### src/rtl/divider_wrapper_block_pkg.sv
// divider_wrapper_block_pkg: shared widths and FSM encoding for the execution-unit wrappers
package divider_wrapper_block_pkg;
   localparam int DATA_W_DEF = 32;
   localparam int TAG_W_DEF = 6;
   typedef enum logic {IDLE, RUN} state_t;
endpackage

### src/rtl/divider_wrapper_block_div_core.sv
// div_core: iterative restoring signed divider, one quotient bit per cycle
module div_core
   import divider_wrapper_block_pkg::*;
#(
   parameter int DATA_W = DATA_W_DEF
) (
   input  logic              clk,
   input  logic              reset,
   input  logic              start,
   input  logic [DATA_W-1:0] dividend,
   input  logic [DATA_W-1:0] divisor,
   output logic [DATA_W-1:0] quotient,
   output logic              valid
);
   localparam int CW = $clog2(DATA_W);
   logic run, neg, dz, ge;
   logic [CW-1:0] cnt;
   logic [DATA_W-1:0] q, rem, d, shifted, rem_n, q_n;
   // remainder stays below the divisor magnitude, so its MSB is always clear before the shift
   always_comb begin
      shifted = {rem[DATA_W-2:0], q[DATA_W-1]};
      ge = shifted >= d;
      rem_n = ge ? shifted - d : shifted;
      q_n = {q[DATA_W-2:0], ge};
      quotient = dz ? '1 : (neg ? -q_n : q_n);
      valid = run && cnt == CW'(DATA_W - 1);
   end
   always_ff @(posedge clk) begin
      if (!reset) begin
         run <= 1'b0;
         neg <= 1'b0;
         dz <= 1'b0;
         cnt <= '0;
         q <= '0;
         rem <= '0;
         d <= '0;
      end else if (start) begin
         run <= 1'b1;
         neg <= dividend[DATA_W-1] ^ divisor[DATA_W-1];
         dz <= divisor == '0;
         cnt <= '0;
         q <= dividend[DATA_W-1] ? -dividend : dividend;
         rem <= '0;
         d <= divisor[DATA_W-1] ? -divisor : divisor;
      end else if (run) begin
         q <= q_n;
         rem <= rem_n;
         cnt <= cnt + 1'b1;
         run <= !valid;
      end
   end
endmodule

### src/rtl/divider_wrapper_block.sv
// divider_wrapper_block: issue/tag/busy/done wrapper around the iterative divide core
module divider_wrapper_block
   import divider_wrapper_block_pkg::*;
#(
   parameter int DATA_W = DATA_W_DEF,
   parameter int TAG_W = TAG_W_DEF
) (
   input  logic              clk,
   input  logic              reset,
   input  logic              issuediv_enable,
   input  logic [DATA_W-1:0] issuediv_rsdata,
   input  logic [DATA_W-1:0] issuediv_rtdata,
   input  logic [TAG_W-1:0]  issuediv_rdtag,
   output logic              issuediv_busy,
   output logic [DATA_W-1:0] issuediv_out,
   output logic [TAG_W-1:0]  issuediv_rdtag_out,
   output logic              issuediv_done
);
   state_t state;
   logic [TAG_W-1:0] tag;
   logic start, core_valid;
   logic [DATA_W-1:0] core_q;
   assign start = state == IDLE && issuediv_enable;
   div_core #(.DATA_W(DATA_W)) u_core (
      .clk(clk),
      .reset(reset),
      .start(start),
      .dividend(issuediv_rsdata),
      .divisor(issuediv_rtdata),
      .quotient(core_q),
      .valid(core_valid)
   );
   always_ff @(posedge clk) begin
      if (!reset) begin
         state <= IDLE;
         tag <= '0;
         issuediv_busy <= 1'b0;
         issuediv_done <= 1'b0;
         issuediv_out <= '0;
         issuediv_rdtag_out <= '0;
      end else begin
         issuediv_done <= 1'b0;
         case (state)
            IDLE: if (issuediv_enable) begin
               tag <= issuediv_rdtag;
               issuediv_busy <= 1'b1;
               state <= RUN;
            end
            RUN: if (core_valid) begin
               issuediv_out <= core_q;
               issuediv_rdtag_out <= tag;
               issuediv_done <= 1'b1;
               issuediv_busy <= 1'b0;
               state <= IDLE;
            end
            default: state <= IDLE;
         endcase
      end
   end
endmodule

### config.mk
export PLATFORM = sky130hd
export DESIGN_NAME = divider_wrapper_block
export DESIGN_NICKNAME = d
export VERILOG_FILES = /design/src/rtl/divider_wrapper_block_pkg.sv /design/src/rtl/divider_wrapper_block_div_core.sv /design/src/rtl/divider_wrapper_block.sv
export SDC_FILE = /design/constraint.sdc
export NUM_CORES = 1
export LEC_CHECK = 0
export ABC_AREA = 1
export BUFFER_PORTS_ARGS = -buffer_cell sky130_fd_sc_hd__buf_4
export CORE_ASPECT_RATIO = 0.6
export CORE_MARGIN = 8
export CORE_UTILIZATION = 60
export DETAILED_ROUTE_END_ITERATION = 7
export PLACE_DENSITY = 0.78
export SYNTH_ARGS = -nofsm -noshare
export SYNTH_HDL_FRONTEND = slang
export SYNTH_HIERARCHICAL = 1
export SYNTH_SLANG_ARGS = --single-unit
export TNS_END_PERCENT = 30
### constraint.sdc
create_clock -name clk -period 4.05 [get_ports clk]
set_clock_uncertainty 0.1 [all_clocks]
set_input_delay 0.405 -clock clk [delete_from_list [all_inputs] [get_ports clk]]
set_output_delay 0.405 -clock clk [all_outputs]
set_load 0.02 [all_outputs]
==> results.sh <==
export IMPL_placeableCoreArea_sq_um=17900
export IMPL_outcome="complete, no violations"
export IMPL_layout_cells_non_filler=2106
export IMPL_holdWs_ns=0.171
export IMPL_worst_hold_path_class="primary input to flip-flop"
export IMPL_numPlacedInstances=2074
export IMPL_timing_final_setup_violations=0
export IMPL_detail_route_antenna_nets=0
export IMPL_critical_path_top_delay_family="simple AND/OR/NAND/NOR gates"
export IMPL_postSynthCellCount=1774
export IMPL_cts_inserted_buffers=17
export IMPL_die_area_sq_um=22700
export IMPL_post_synth_xor_area_fraction_pct=3.08
export IMPL_syn_to_final_growth_pct=13.5
export IMPL_grt_remaining_overflow=0
export IMPL_synth_nets=1885
export IMPL_synth_top_family_by_area="simple AND/OR/NAND/NOR gates"
export IMPL_grt_start_max_net_pins=67
export IMPL_worst_slew_pin_transition_ns=1.02
export IMPL_tritoncts_num_sinks=150
export IMPL_cts_htree_levels=4
export IMPL_timing_critical_path_buf_inv=1
export IMPL_clock_transition_time_at_the_flip_flop_clock_pins_of_the_worst_setup_and_hold_paths_ns=0.07
export IMPL_endpoint_kind="flip-flop"
export IMPL_layout_drive_gt1_share_pct=11.5
export IMPL_effective_utilization_at_floorplan_pct=60.4
export IMPL_worst_slack_ns=0.523
export IMPL_timing_final_crit_share_pct=87.1
export IMPL_final_net_count=1964
export IMPL_power_per_cell_area_nw_per_um2=399
export IMPL_vdd_ir_drop_worst_v=0.000315
export IMPL_syn_area_sq_um=10800
export IMPL_via_per_inst=5.80
export IMPL_drc_errors=0
export IMPL_diodes=0
export IMPL_postLayoutCoreUtil_pct=68.6
export IMPL_synth_area_per_cell_sq_um=6.09
export IMPL_critPathCapture="issuediv_out[24]"
export IMPL_avgRoutedWirePerCell_um=17.7
export IMPL_place_area_sq_um=11700
export IMPL_synth_mux_area_share_pct=0
export IMPL_critPathRequiredTime_ns=4.32
export IMPL_report_final_slew_viol_count=0
export IMPL_drt_wl_total_um=37300
export IMPL_track_usage_pct=31.6
export IMPL_postSynth_topFlopCell="sky130_fd_sc_hd__dfxtp_1"
export IMPL_synth_area_leader_cell="sky130_fd_sc_hd__dfxtp_1"
export IMPL_dr_pass1_iters=6
export IMPL_post_synth_edffs=0
export IMPL_hold_violations=0
export IMPL_fill_cells=1652
export IMPL_cap_viol_max_count=0
export IMPL_vias_in_the_first_global_route=10400
export IMPL_post_dp_hpwl_um=28700
export IMPL_critical_path_maximum_fanout=6
export IMPL_static_leakage_power_nw=6.01
export IMPL_drt_initial_violations=1807
export IMPL_fp_row_count=38
export IMPL_p_total_mw=4.89
export IMPL_synth_compound_area_share_pct=17.0
export IMPL_yosys_area_share_simple_pct=36.7
export IMPL_synth_commonest_cells="474 x sky130_fd_sc_hd__nand2_1, 222 x sky130_fd_sc_hd__inv_1, 173 x sky130_fd_sc_hd__nand3_1"
export IMPL_die_y_um=120
export IMPL_detailed_route_via_count=12200
export IMPL_rr_worst_depth=19
export IMPL_ioPinCount=113
export IMPL_finalSetupTns_ns=0
export IMPL_synthAdderAreaFrac_pct=4.47
export IMPL_final_min_clock_period_ns=3.53
export IMPL_crit_path_top_delay_cell="sky130_fd_sc_hd__ha_1"
export IMPL_cp_slowest_stage_delay_ns=0.37
export IMPL_grt_antenna_before_repair=1
export IMPL_wire_length_of_the_first_global_routing_pass_um=57200
export IMPL_final_area_sq_um=12300
export IMPL_yosysMostFrequentCell="sky130_fd_sc_hd__nand2_1"
export IMPL_clock_tree_root_cell="sky130_fd_sc_hd__clkbuf_16"
export IMPL_port_bufs=112
export IMPL_synth_seq_area_share_pct=27.8
export IMPL_cts_resizes=0
export IMPL_synth_top_area_share_pct=27.8
export IMPL_yosysWarningCount=6
export IMPL_timing_critical_path_from_type="flip-flop"
export IMPL_r2r_start="u_core/rem[26]"
export IMPL_rsz_0062_raised_after_global_routing="no"
export IMPL_netlist_top_cells_area="sky130_fd_sc_hd__dfxtp_1 28%, sky130_fd_sc_hd__nand2_1 16%, sky130_fd_sc_hd__nand3_1 8.0%, sky130_fd_sc_hd__inv_1 7.7%, sky130_fd_sc_hd__o21ai_0 6.1%"
export IMPL_crit_reg2reg_capture="issuediv_out[24]"
export IMPL_worst_path_most_repeated_cell="sky130_fd_sc_hd__nand2_1"
export IMPL_worstPathCellList="ha_1 > a21oi_1 > nand2_1 > nand2_1 > nand3_1 > a21oi_4 > nand2_4 > inv_2 > ha_1 > nand3_1 > nor2_1 > nand2_1 > nor2_1 > nand3_1 > o21ai_0 > a21oi_1 > o21ai_0 > nand2_1 > nand2_1"
export IMPL_path_class="flip-flop to flip-flop"
export IMPL_cts_tree="yes"
export IMPL_maxSlewHeadroom_pct=31.0
export IMPL_synth_seq_cells=150
export IMPL_ys_async_sr_fraction_pct=0
export IMPL_crit_arrival_ns=3.80
export IMPL_crit_cells=19
export IMPL_pre_cts_slack_ns=0.656
export IMPL_die_width_um=189
export IMPL_rrSetupSlack_ns=0.52
export IMPL_post_cts_buffers=0
export IMPL_yosys_cell_types=54
export IMPL_cp_startpoint="u_core/rem[26]"
export IMPL_clock_fmax_mhz=283
export IMPL_cts_root_to_sink_buffers=2
export IMPL_cts_hold_buffers_added=0
export IMPL_gpl_wtd_cong=1.06
export IMPL_clk_latency_ns=0.43
export IMPL_timing_hold_worst_start="issuediv_rtdata[1]"
-- worst min-delay path by stage --
stage,depth (start not counted),slack (ns),end
2_1_floorplan,2,0.32,issuediv_rdtag_out[0]
3_3_place_gp,2,0.33,issuediv_rdtag_out[3]
3_5_place_dp,2,0.34,issuediv_rdtag_out[0]
4_1_cts,3,0.16,u_core/d[1]
5_1_grt,3,0.17,u_core/d[1]
6_report,3,0.17,u_core/d[1]
-- registers in the layout, summed over array words and instances (netlist names) --
| signal | flops |
|---|---|
| issuediv_out | 32 |
| u_core/d | 32 |
| u_core/q | 32 |
| u_core/rem | 31 |
| issuediv_rdtag_out | 6 |
| tag | 6 |
| u_core/cnt | 5 |
| issuediv_busy | 1 |
| issuediv_done | 1 |
| state | 1 |
| u_core/dz | 1 |
| u_core/neg | 1 |
| u_core/run | 1 |
-- where the power goes --
group	total [mW]	leakage [nW]	switching (mW)	internal, mW
logic	1.77	4.53	1.22	0.548
registers	1.63	1.22	0.0746	1.55
clock network	1.50	0.255	0.695	0.801
total	4.89	6.01	1.99	2.90
-- worst min-delay path, cell delays in order --
cell and delay (ns):
sky130_fd_sc_hd__buf_4 0.10, sky130_fd_sc_hd__nor2_1 0.04, sky130_fd_sc_hd__o22ai_1 0.11
-- layout make-up --
| class | instances | area (sq um) | share of cell area [%] |
|---|---|---|---|
| multi-input combinational | 1329 | 6610 | 53.9 |
| sequential | 150 | 3000 | 24.5 |
| clock inverter | 14 | 118 | 0.959 |
| timing repair buffer | 126 | 946 | 7.71 |
| clock buffer | 18 | 429 | 3.50 |
| tap | 240 | 300 | 2.45 |
| inverter | 229 | 860 | 7.01 |
-- placed cells by master, fill, tap and decap left out, drive strengths merged, types with 2 or more instances in the layout --
master and count:
a21o 3, a21oi 140, a31oi 9, buf 126, clkbuf 18, clkinv 3, clkinvlp 5, dfxtp 150
ha 37, inv 235, nand2 483, nand3 177, nand4 31, nor2 174, nor3 29, nor4 7
o211ai 9, o21ai 142, o21bai 7, o22ai 11, o31ai 2, o32ai 3, or2 15, xnor2 10
xor2 28
-- per-layer routing --
layer	routed length, um	track usage [%]
met5	0	0
met4	330	5.89
met3	6630	14.0
met2	12300	35.0
met1	18000	51.3
-- logic make-up after synthesis --
group	after synthesis
AO/OA/AOI/OAI	333
buffers and inverters	295
AND/OR/NAND/NOR	920
XOR/XNOR	38
adder cells (fa/ha/maj)	38
flip-flops	150
No activity file was read; power rests on OpenSTA's default activity.
